**src/rtl/fifo_arb_pkg.sv**
```systemverilog
// Shared types and width helpers for the FIFO write-side arbiter and its
// round-robin picker.
package fifo_arb_pkg;

  localparam int DEF_DATA_WIDTH = 8;

  typedef enum logic {
    ARB_IDLE,
    ARB_BURST
  } arb_state_e;

  // Index width for n items, never narrower than one bit.
  function automatic int idx_width(input int n);
    return (n > 1) ? $clog2(n) : 1;
  endfunction

endpackage

```
**src/rtl/fifo_rr_picker.sv**
```systemverilog
// Combinational round-robin search: first asserted request strictly after ptr,
// wrapping from N-1 back to 0 (N need not be a power of two).
module fifo_rr_picker
  import fifo_arb_pkg::*;
#(
  parameter int N = 4
) (
  input  logic [N-1:0]              req,
  input  logic [idx_width(N)-1:0]   ptr,
  output logic                      found,
  output logic [idx_width(N)-1:0]   idx
);

  localparam int W = idx_width(N);
  localparam logic [W-1:0] LAST = W'(N - 1);

  logic [W-1:0] cand;

  always_comb begin
    found = 1'b0;
    idx   = '0;
    cand  = ptr;
    for (int k = 0; k < N; k++) begin
      cand = (cand == LAST) ? '0 : cand + 1'b1;
      if (!found && req[cand]) begin
        found = 1'b1;
        idx   = cand;
      end
    end
  end

endmodule

```
**src/rtl/fifo_wr_arbiter.sv**
```systemverilog
// Shares one FIFO write port between NUM_REQ valid/ready producers with
// round-robin bursts, space-aware throttling and a sticky FIFO error flag.
module fifo_wr_arbiter
  import fifo_arb_pkg::*;
#(
  parameter int DATA_WIDTH = DEF_DATA_WIDTH,
  parameter int NUM_REQ    = 4,
  parameter int BURST_LEN  = 4
) (
  input  logic                            clk,
  input  logic                            rst,
  input  logic [NUM_REQ-1:0]              req_valid,
  input  logic [NUM_REQ*DATA_WIDTH-1:0]   req_data,
  output logic [NUM_REQ-1:0]              req_ready,
  output logic                            write_en,
  output logic [DATA_WIDTH-1:0]           wdata,
  input  logic                            full,
  input  logic                            amst_full,
  input  logic                            error,
  output logic                            grant_valid,
  output logic [idx_width(NUM_REQ)-1:0]   grant_id,
  output logic                            err_sticky
);

  localparam int GW = idx_width(NUM_REQ);
  localparam int CW = idx_width(BURST_LEN + 1);
  localparam logic [CW-1:0] BURST_LAST = CW'(BURST_LEN);
  localparam logic [GW-1:0] PTR_RST    = GW'(NUM_REQ - 1);

  arb_state_e              state_q, state_d;
  logic [GW-1:0]           grant_id_q, grant_id_d;
  logic [GW-1:0]           ptr_q, ptr_d;
  logic [CW-1:0]           cnt_q, cnt_d;
  logic                    write_en_q, write_en_d;
  logic [DATA_WIDTH-1:0]   wdata_q, wdata_d;
  logic                    err_sticky_q, err_sticky_d;

  logic [DATA_WIDTH-1:0]   req_word [NUM_REQ];
  logic                    pick_found;
  logic [GW-1:0]           pick_idx;
  logic                    space_ok;
  logic                    cur_valid;
  logic                    accept;
  logic [CW-1:0]           cnt_inc;

  generate
    for (genvar gi = 0; gi < NUM_REQ; gi++) begin : g_unpack
      assign req_word[gi] = req_data[gi*DATA_WIDTH +: DATA_WIDTH];
    end
  endgenerate

  fifo_rr_picker #(
    .N (NUM_REQ)
  ) u_picker (
    .req   (req_valid),
    .ptr   (ptr_q),
    .found (pick_found),
    .idx   (pick_idx)
  );

  // A write already in flight consumes the last free slot when almost full.
  assign space_ok  = !full && !(amst_full && write_en_q);
  assign cur_valid = req_valid[grant_id_q];
  assign accept    = (state_q == ARB_BURST) && space_ok && cur_valid && !rst;
  assign cnt_inc   = cnt_q + 1'b1;

  always_ff @(posedge clk) begin
    if (rst) begin
      state_q      <= ARB_IDLE;
      grant_id_q   <= '0;
      ptr_q        <= PTR_RST;
      cnt_q        <= '0;
      write_en_q   <= 1'b0;
      wdata_q      <= '0;
      err_sticky_q <= 1'b0;
    end else begin
      state_q      <= state_d;
      grant_id_q   <= grant_id_d;
      ptr_q        <= ptr_d;
      cnt_q        <= cnt_d;
      write_en_q   <= write_en_d;
      wdata_q      <= wdata_d;
      err_sticky_q <= err_sticky_d;
    end
  end

  always_comb begin
    state_d      = state_q;
    grant_id_d   = grant_id_q;
    ptr_d        = ptr_q;
    cnt_d        = cnt_q;
    write_en_d   = accept;
    wdata_d      = accept ? req_word[grant_id_q] : wdata_q;
    err_sticky_d = err_sticky_q | error;
    unique case (state_q)
      ARB_IDLE: begin
        if (pick_found) begin
          state_d    = ARB_BURST;
          grant_id_d = pick_idx;
          cnt_d      = '0;
        end
      end
      ARB_BURST: begin
        if (accept) begin
          cnt_d = cnt_inc;
        end
        // Throttling never ends a burst; only a full burst or a dropped valid does.
        if ((accept && cnt_inc == BURST_LAST) || !cur_valid) begin
          state_d = ARB_IDLE;
          ptr_d   = grant_id_q;
          cnt_d   = '0;
        end
      end
      default: state_d = ARB_IDLE;
    endcase
  end

  always_comb begin
    req_ready   = '0;
    grant_valid = (state_q == ARB_BURST);
    if (state_q == ARB_BURST && !rst) begin
      req_ready[grant_id_q] = space_ok && cur_valid;
    end
  end

  assign write_en   = write_en_q;
  assign wdata      = wdata_q;
  assign grant_id   = grant_id_q;
  assign err_sticky = err_sticky_q;

endmodule

```
**config.mk**
```make
export PLATFORM = sky130hd
export DESIGN_NAME = fifo_wr_arbiter
export DESIGN_NICKNAME = d
export VERILOG_FILES = /design/src/rtl/fifo_arb_pkg.sv /design/src/rtl/fifo_rr_picker.sv /design/src/rtl/fifo_wr_arbiter.sv
export SDC_FILE = /design/constraint.sdc
export NUM_CORES = 1
export LEC_CHECK = 0
export CAP_MARGIN = 40
export CORE_UTILIZATION = 35
export CTS_CLUSTER_DIAMETER = 80
export DETAILED_ROUTE_END_ITERATION = 6
export DONT_BUFFER_PORTS = 1
export HOLD_SLACK_MARGIN = 0.05
export PLACE_DENSITY = 0.48
export SETUP_SLACK_MARGIN = 0.05
export SYNTH_ARGS = -nofsm -noshare
export SYNTH_HDL_FRONTEND = slang
export SYNTH_SLANG_ARGS = --single-unit
export TNS_END_PERCENT = 30
```
**constraint.sdc**
```tcl
create_clock -name clk -period 5.3 [get_ports clk]
set_input_delay 0.795 -clock clk [delete_from_list [all_inputs] [get_ports clk]]
set_output_delay 0.795 -clock clk [all_outputs]
set_load 0.02 [all_outputs]
```
# --- Word level (Yosys, flattened, before mapping) ---
# Index checks and enable logic that the tools add are counted.
word_totals:
  ff_bits: 18
  in_bits: 41
  output_inout_bits: 17
  elab_cells: 88
classes:
  add_sub_neg: 5
  order_cmp: 7
  eq_ne: 7
  n_mux: 35
  bitwise_logic: 4
  reduce_logical: 23
ops:
  columns: ["op", "n"]
  rows:
  - ["8-bit binary-select mux with 2-bit select", 1]
  - ["2-bit 2-to-1 mux", 8]
  - ["8-bit 2-to-1 mux", 2]
  - ["2-bit by 3-bit less-than comparator with 1-bit output, second input constant", 5]
  - ["1-bit logical AND", 12]
  - ["1-bit 2-to-1 mux", 12]
  - ["1-bit binary-select mux with 2-bit select", 5]
  - ["3-bit 2-to-1 mux", 3]
  - ["2-bit by 1-bit adder with 2-bit output, second input constant", 4]
  - ["2-bit equality test, second input constant", 4]
  - ["1-bit logical NOT", 7]
  - ["3-bit case mux with 2 select lines", 1]
  - ["2-bit AND reduction", 3]
  - ["4-bit bitwise AND", 1]
  - ["4-bit 2-to-1 mux", 1]
  - ["3-bit by 1-bit adder with 3-bit output, second input constant", 1]
  - ["3-bit equality test, second input constant", 1]
  - ["3-bit >= comparator, second input constant", 1]
  - ["3-bit by 1-bit != test with 1-bit output, second input constant", 1]
  - ["2-bit NOT with 3-bit output", 1]
  - ["1-bit demux with 2-bit select", 1]
  - ["2-bit by 1-bit >= comparator with 1-bit output, second input constant", 1]
  - ["2-bit != test, second input constant", 1]
  - ["1-bit case mux with 2 select lines", 1]
  - ["3 further kinds", 3]

# --- Logic depth before layout (Yosys ltp) ---
depth:
  depth_word: 16
  depth_mapped: 7
  depth_no_buf: 5

# --- Cells and area by module ---
# Synthesis repeated with hierarchy kept, for this count alone.
hier_totals:
  cells_unflattened: 121
  hier_area_um2: 1153.6
by_module_without_submodules:
  columns: ["mod", "n_inst", "cells_per_inst", "area_per_inst_um2", "seq_area_each_um2"]
  rows:
  - ["fifo_wr_arbiter", 1, 106, 1046.0, 360.3]
  - ["fifo_rr_picker", 1, 15, 107.6, 0.0]

# --- Worst setup path after synthesis ---
# OpenSTA, ideal clock, no wires.
synth_timing:
  path_kind: "input port to output port"
  from: "in full"
  to: "out req_ready[0]"
  t_arrival_ns: 1.906
  t_required_ns: 4.505
  setup_slack_ns: 2.599
  cell_stages: 4
  path_buffers: 1
  cell_sequence: "nor3b_1 -> nand3_2 -> buf_4 -> nor3_1"
synth_via:
  elab_chain_len: 5
synth_lines:
  columns: ["item", "line_no", "rtl"]
  rows:
  - ["start: declaration", "fifo_wr_arbiter.sv:17", "input logic full,"]
  - ["1-bit logical NOT", "fifo_wr_arbiter.sv:62", "assign space_ok = !full && !(amst_full && write_en_q);"]
  - ["1-bit logical AND", "fifo_wr_arbiter.sv:62", null]
  - ["1-bit logical AND", "fifo_wr_arbiter.sv:122", "req_ready[grant_id_q] = space_ok && cur_valid;"]
  - ["4-bit bitwise AND (no source line)", null, null]
  - ["4-bit 2-to-1 mux", "fifo_wr_arbiter.sv:121", "if (state_q == ARB_BURST && !rst) begin"]
  - ["end: declaration", "fifo_wr_arbiter.sv:14", "output logic [NUM_REQ-1:0] req_ready,"]
# Every way passes these cells.

# --- Final worst setup path ---
layout_timing:
  from: "reg grant_id_q[0], in the netlist grant_id[0]"
  to: "out req_ready[3]"
layout_via:
  elab_chain_len: 6
  word_cells_on_any_way: 10
  classes_between: "order compare: 2; mux: 5; bitwise: 1; reduce/logical: 2"
layout_lines:
  columns: ["item", "line_no", "rtl"]
  rows:
  - ["start: declaration", "fifo_wr_arbiter.sv:31", "logic [GW-1:0] grant_id_q, grant_id_d;"]
  - ["start signal: assignment", "fifo_wr_arbiter.sv:78", "grant_id_q <= grant_id_d;"]
  - ["2-bit by 3-bit less-than comparator with 1-bit output (not written as such) or 2-bit by 1-bit >= comparator with 1-bit output (tied branches)", "fifo_wr_arbiter.sv:122", null]
  - ["1-bit logical AND", "fifo_wr_arbiter.sv:122", null]
  - ["1-bit 2-to-1 mux (not written as such)", "fifo_wr_arbiter.sv:122", null]
  - ["1-bit demux with 2-bit select", "fifo_wr_arbiter.sv:122", null]
  - ["4-bit bitwise AND (no source line) (*)", null, null]
  - ["4-bit 2-to-1 mux (*)", "fifo_wr_arbiter.sv:121", null]
# Every way passes the cells marked *; elsewhere a longest branch is shown, timed or not. The select of a mux whose other input is x is not followed.

==> results.md <==
- Status: completed
- GR Util All Layers: 0.137
- Post-CTS Resized: 0
- CTS tree: built
- Layout cells sized above 1: 0.128
- WP data arrival: around 2.7 ns
- Net load switching power: 0.0990 mW
- Routability cong.: 0.704
- WS Path Type: reg2out
- Pre-CTS setup slack: roughly 2.1 ns
- Row count: 20
- Clock Latency Late Sink: between 0.2 and 0.3 ns
- Register Area: between 300 and 400 um^2
- CP Cell Sequence: mux4_2 -> nand3_2 -> inv_1 -> and3_1
- Routed Wire Length: 2370 um
- Clock skew: ~0.0012 ns
- Final Max Slew Viols: 0
- LEAKAGE: 0.414 nW
- Antenna fix cells: 0
- Quantity of hold-fixing buffers added after cts: 0
- Largest cells by area after synthesis: dfxtp_1 (32%), mux4_2 (12%), mux4_1 (7.0%)
- Clock sink total: 18
- Seq cells post-synth: 18
- Sw Share: 0.303
- Yosys top cell area share: 0.322
- Die height: between 50 and 60 um
- Clock power share: 0.259
- Mapped Area: approximately 0.0011 mm^2
- DRC violations left: 0
- Netlist cell types: 34
- Post-synth ARST share: 0
- Depth of the CTS H-tree: 1
- I/O Buffers: 0
- Final nets: 162
- Worst-Margin Slew: 0.857 ns
- Final Setup Violations: 0
- CP max stage cell: dfxtp_1
- Initial Util: 0.366
- Core ar.: around 0.0031 mm^2
- PwrDens: ~280 mW/mm^2
- Sequential-to-total area share from yosys stat: 0.322
- Initial antenna violation count: 0
- Int Power: between 0.2 and 0.25 mW
- Post-synth top flop: dfxtp_1
- Root Driver: clkbuf_4
- Net Count, Synth: 166
- Worst path bufs/invs: 1
- Grt ovf: 0
- Pin count of the biggest net entering global routing: 21
- Mapped Avg Cell Area: a little over 9 um^2
- Inserted Clock Buffers: 3
- DRT iter0 DRCs: 25
- Top delay family on crit path: flip-flops
- Area of the multi-input gates: slightly below 700 um^2
- Post-synth EDFFs: 0
- Final worst path period share: 0.651
- HPWL Detailed: around 1800 um
- Combinational fraction of design power: 0.220
- RSZ-0062 raised after global routing: no
- Hold Crit Class: reg2reg
- Setup TNS: 0 ns
- CP max stage delay: approximately 0.90 ns
- Via-to-Cell Ratio: 5.53
- CP required: 4.51 ns
- Final Hold Viols: 0
- Minimum clock period: ~3.5 ns
- Layout area overhead: 3.80%
- Post-route ant nets: 0
- Post-Synthesis Cells: between 100 and 150
- Max-cap viol count: 0
- Vias in the first global route: around 800
- Post-CTS Repair Setup Buffers: 0
- IO Pins: slightly below 60
- Die width: around 59 um
- First-pass GRT wire length: ~3600 um
- Synth area leader: dfxtp_1
- Routed vias: 890
- Slew HR: 0.428
- CP startpoint kind: flip-flop
- Synth Warn #: 0
- Achievable frequency: around 290 MHz
- First-pass detailed-route iteration total: 4
- VDD IR-drop max: 0.0806 mV
- Final-layout fill cell count: about 340
- Routed WL per cell: between 10 and 15 um
- Crit path max fanout: 15
- Clock Tree Buf Depth: 2
- Worst Slack Setup Final: 1.85 ns
- Die ar.: 0.00343 mm^2
- Endpoint type of the worst setup path: output pin
- Clk slew on worst S/H paths: 0.11 ns
- Sequential Power Share: 0.521
Yosys cell counts (all sizes together) (2+ instances only):
| cell type | number |
|---|---|
| nor2 | 11 |
| nor3b | 2 |
| o32ai | 2 |
| a31oi | 2 |
| dfxtp | 18 |
| nand2 | 21 |
| a311oi | 2 |
| a21oi | 9 |
| and3 | 4 |
| clkbuf | 4 |
| o211ai | 2 |
| buf | 5 |
| ha | 3 |
| nand3 | 3 |
| a21o | 2 |
| mux4 | 9 |
| nor2b | 3 |
| nor3 | 4 |
| o21ai | 2 |
| inv | 4 |
area by class of cell:
class / instances / share of cell area
multi-input combinational: 91 / 0.598
inverter: 4 / 0.0129
clock buffer: 4 / 0.0313
sequential: 18 / 0.310
tap: 44 / 0.0474
per-layer routing:
| layer | GRT usage | routed length, um | vias up |
|---|---|---|---|
| li1 | - | - | 441 |
| met1 | 0.172 | 1030 | 412 |
| met2 | 0.225 | 1130 | 35 |
| met3 | 0.0374 | 196 | 2 |
| met4 | 0.0510 | 13 | 0 |
| met5 | 0 | 0 | - |
registers in the layout (all words and copies together) (netlist names):
name / cells
grant_id: 2
wdata: 8
grant_valid: 1
write_en: 1
cnt_q: 3
ptr_q: 2
err_sticky: 1
kinds of logic after synthesis:
group                    Yosys count  synth area share
AND/OR/NAND/NOR                   51             0.215
AO/OA/AOI/OAI                     26             0.159
flip-flops                        18             0.322
buffers and inverters             13            0.0570
multiplexers                      11             0.214
adder cells (fa/ha/maj)            3            0.0336
power by group through the flow:
stage               logic (mW)  registers (mW)  clock network [mW]
floorplan               0.0801           0.159                   0
global placement        0.0709           0.174                   0
detailed placement      0.0711           0.175                   0
CTS                     0.0721           0.171              0.0895
global route            0.0797           0.173              0.0949
finish                  0.0718           0.170              0.0848
cell usage in the layout (no fill, tap or decap):
cell       instances
nor3b_1            2
o2bb2ai_1          1
clkbuf_4           3
nor2b_1            3
nor3_1             4
mux2i_1            1
a2bb2oi_1          1
a21oi_1            9
a22o_1             1
nor2_1            11
dfxtp_1           18
a32o_2             1
a31oi_1            2
clkbuf_8           1
nand2_1           21
a21o_1             2
nor4_1             1
nand3_2            1
or3b_2             1
nand3_1            2
o21bai_1           1
o32ai_1            2
and3_1             4
o21ai_0            2
inv_1              4
o211ai_1           2
mux2_4             1
or2_2              1
ha_1               3
mux4_2             6
mux4_1             3
a311oi_1           2
worst paths after layout:
path | startpoint | end | slack, ns | depth (start not counted)
worst max-delay path | grant_id[0] | req_ready[3] | 1.85 | 4
worst min-delay path | cnt_q[2] | cnt_q[2] | 0.46 | 1
worst max register to register | grant_id[0] | wdata[6] | 2.98 | 5
worst min register to register | cnt_q[2] | cnt_q[2] | 0.46 | 1
through the flow:
stage	instance area (um^2)	instances	power [mW]	util	hold WS, ns
after floorplan	1120	122	0.239	-	0.426
after global placement	1120	157	0.245	0.368	0.434
after detailed placement	1120	157	0.246	0.368	0.444
after CTS	1160	161	0.333	0.380	0.471
after global routing	1160	161	0.348	0.380	0.504
final	1160	161	0.327	0.380	0.463
No activity file was read; power rests on OpenSTA's default activity.
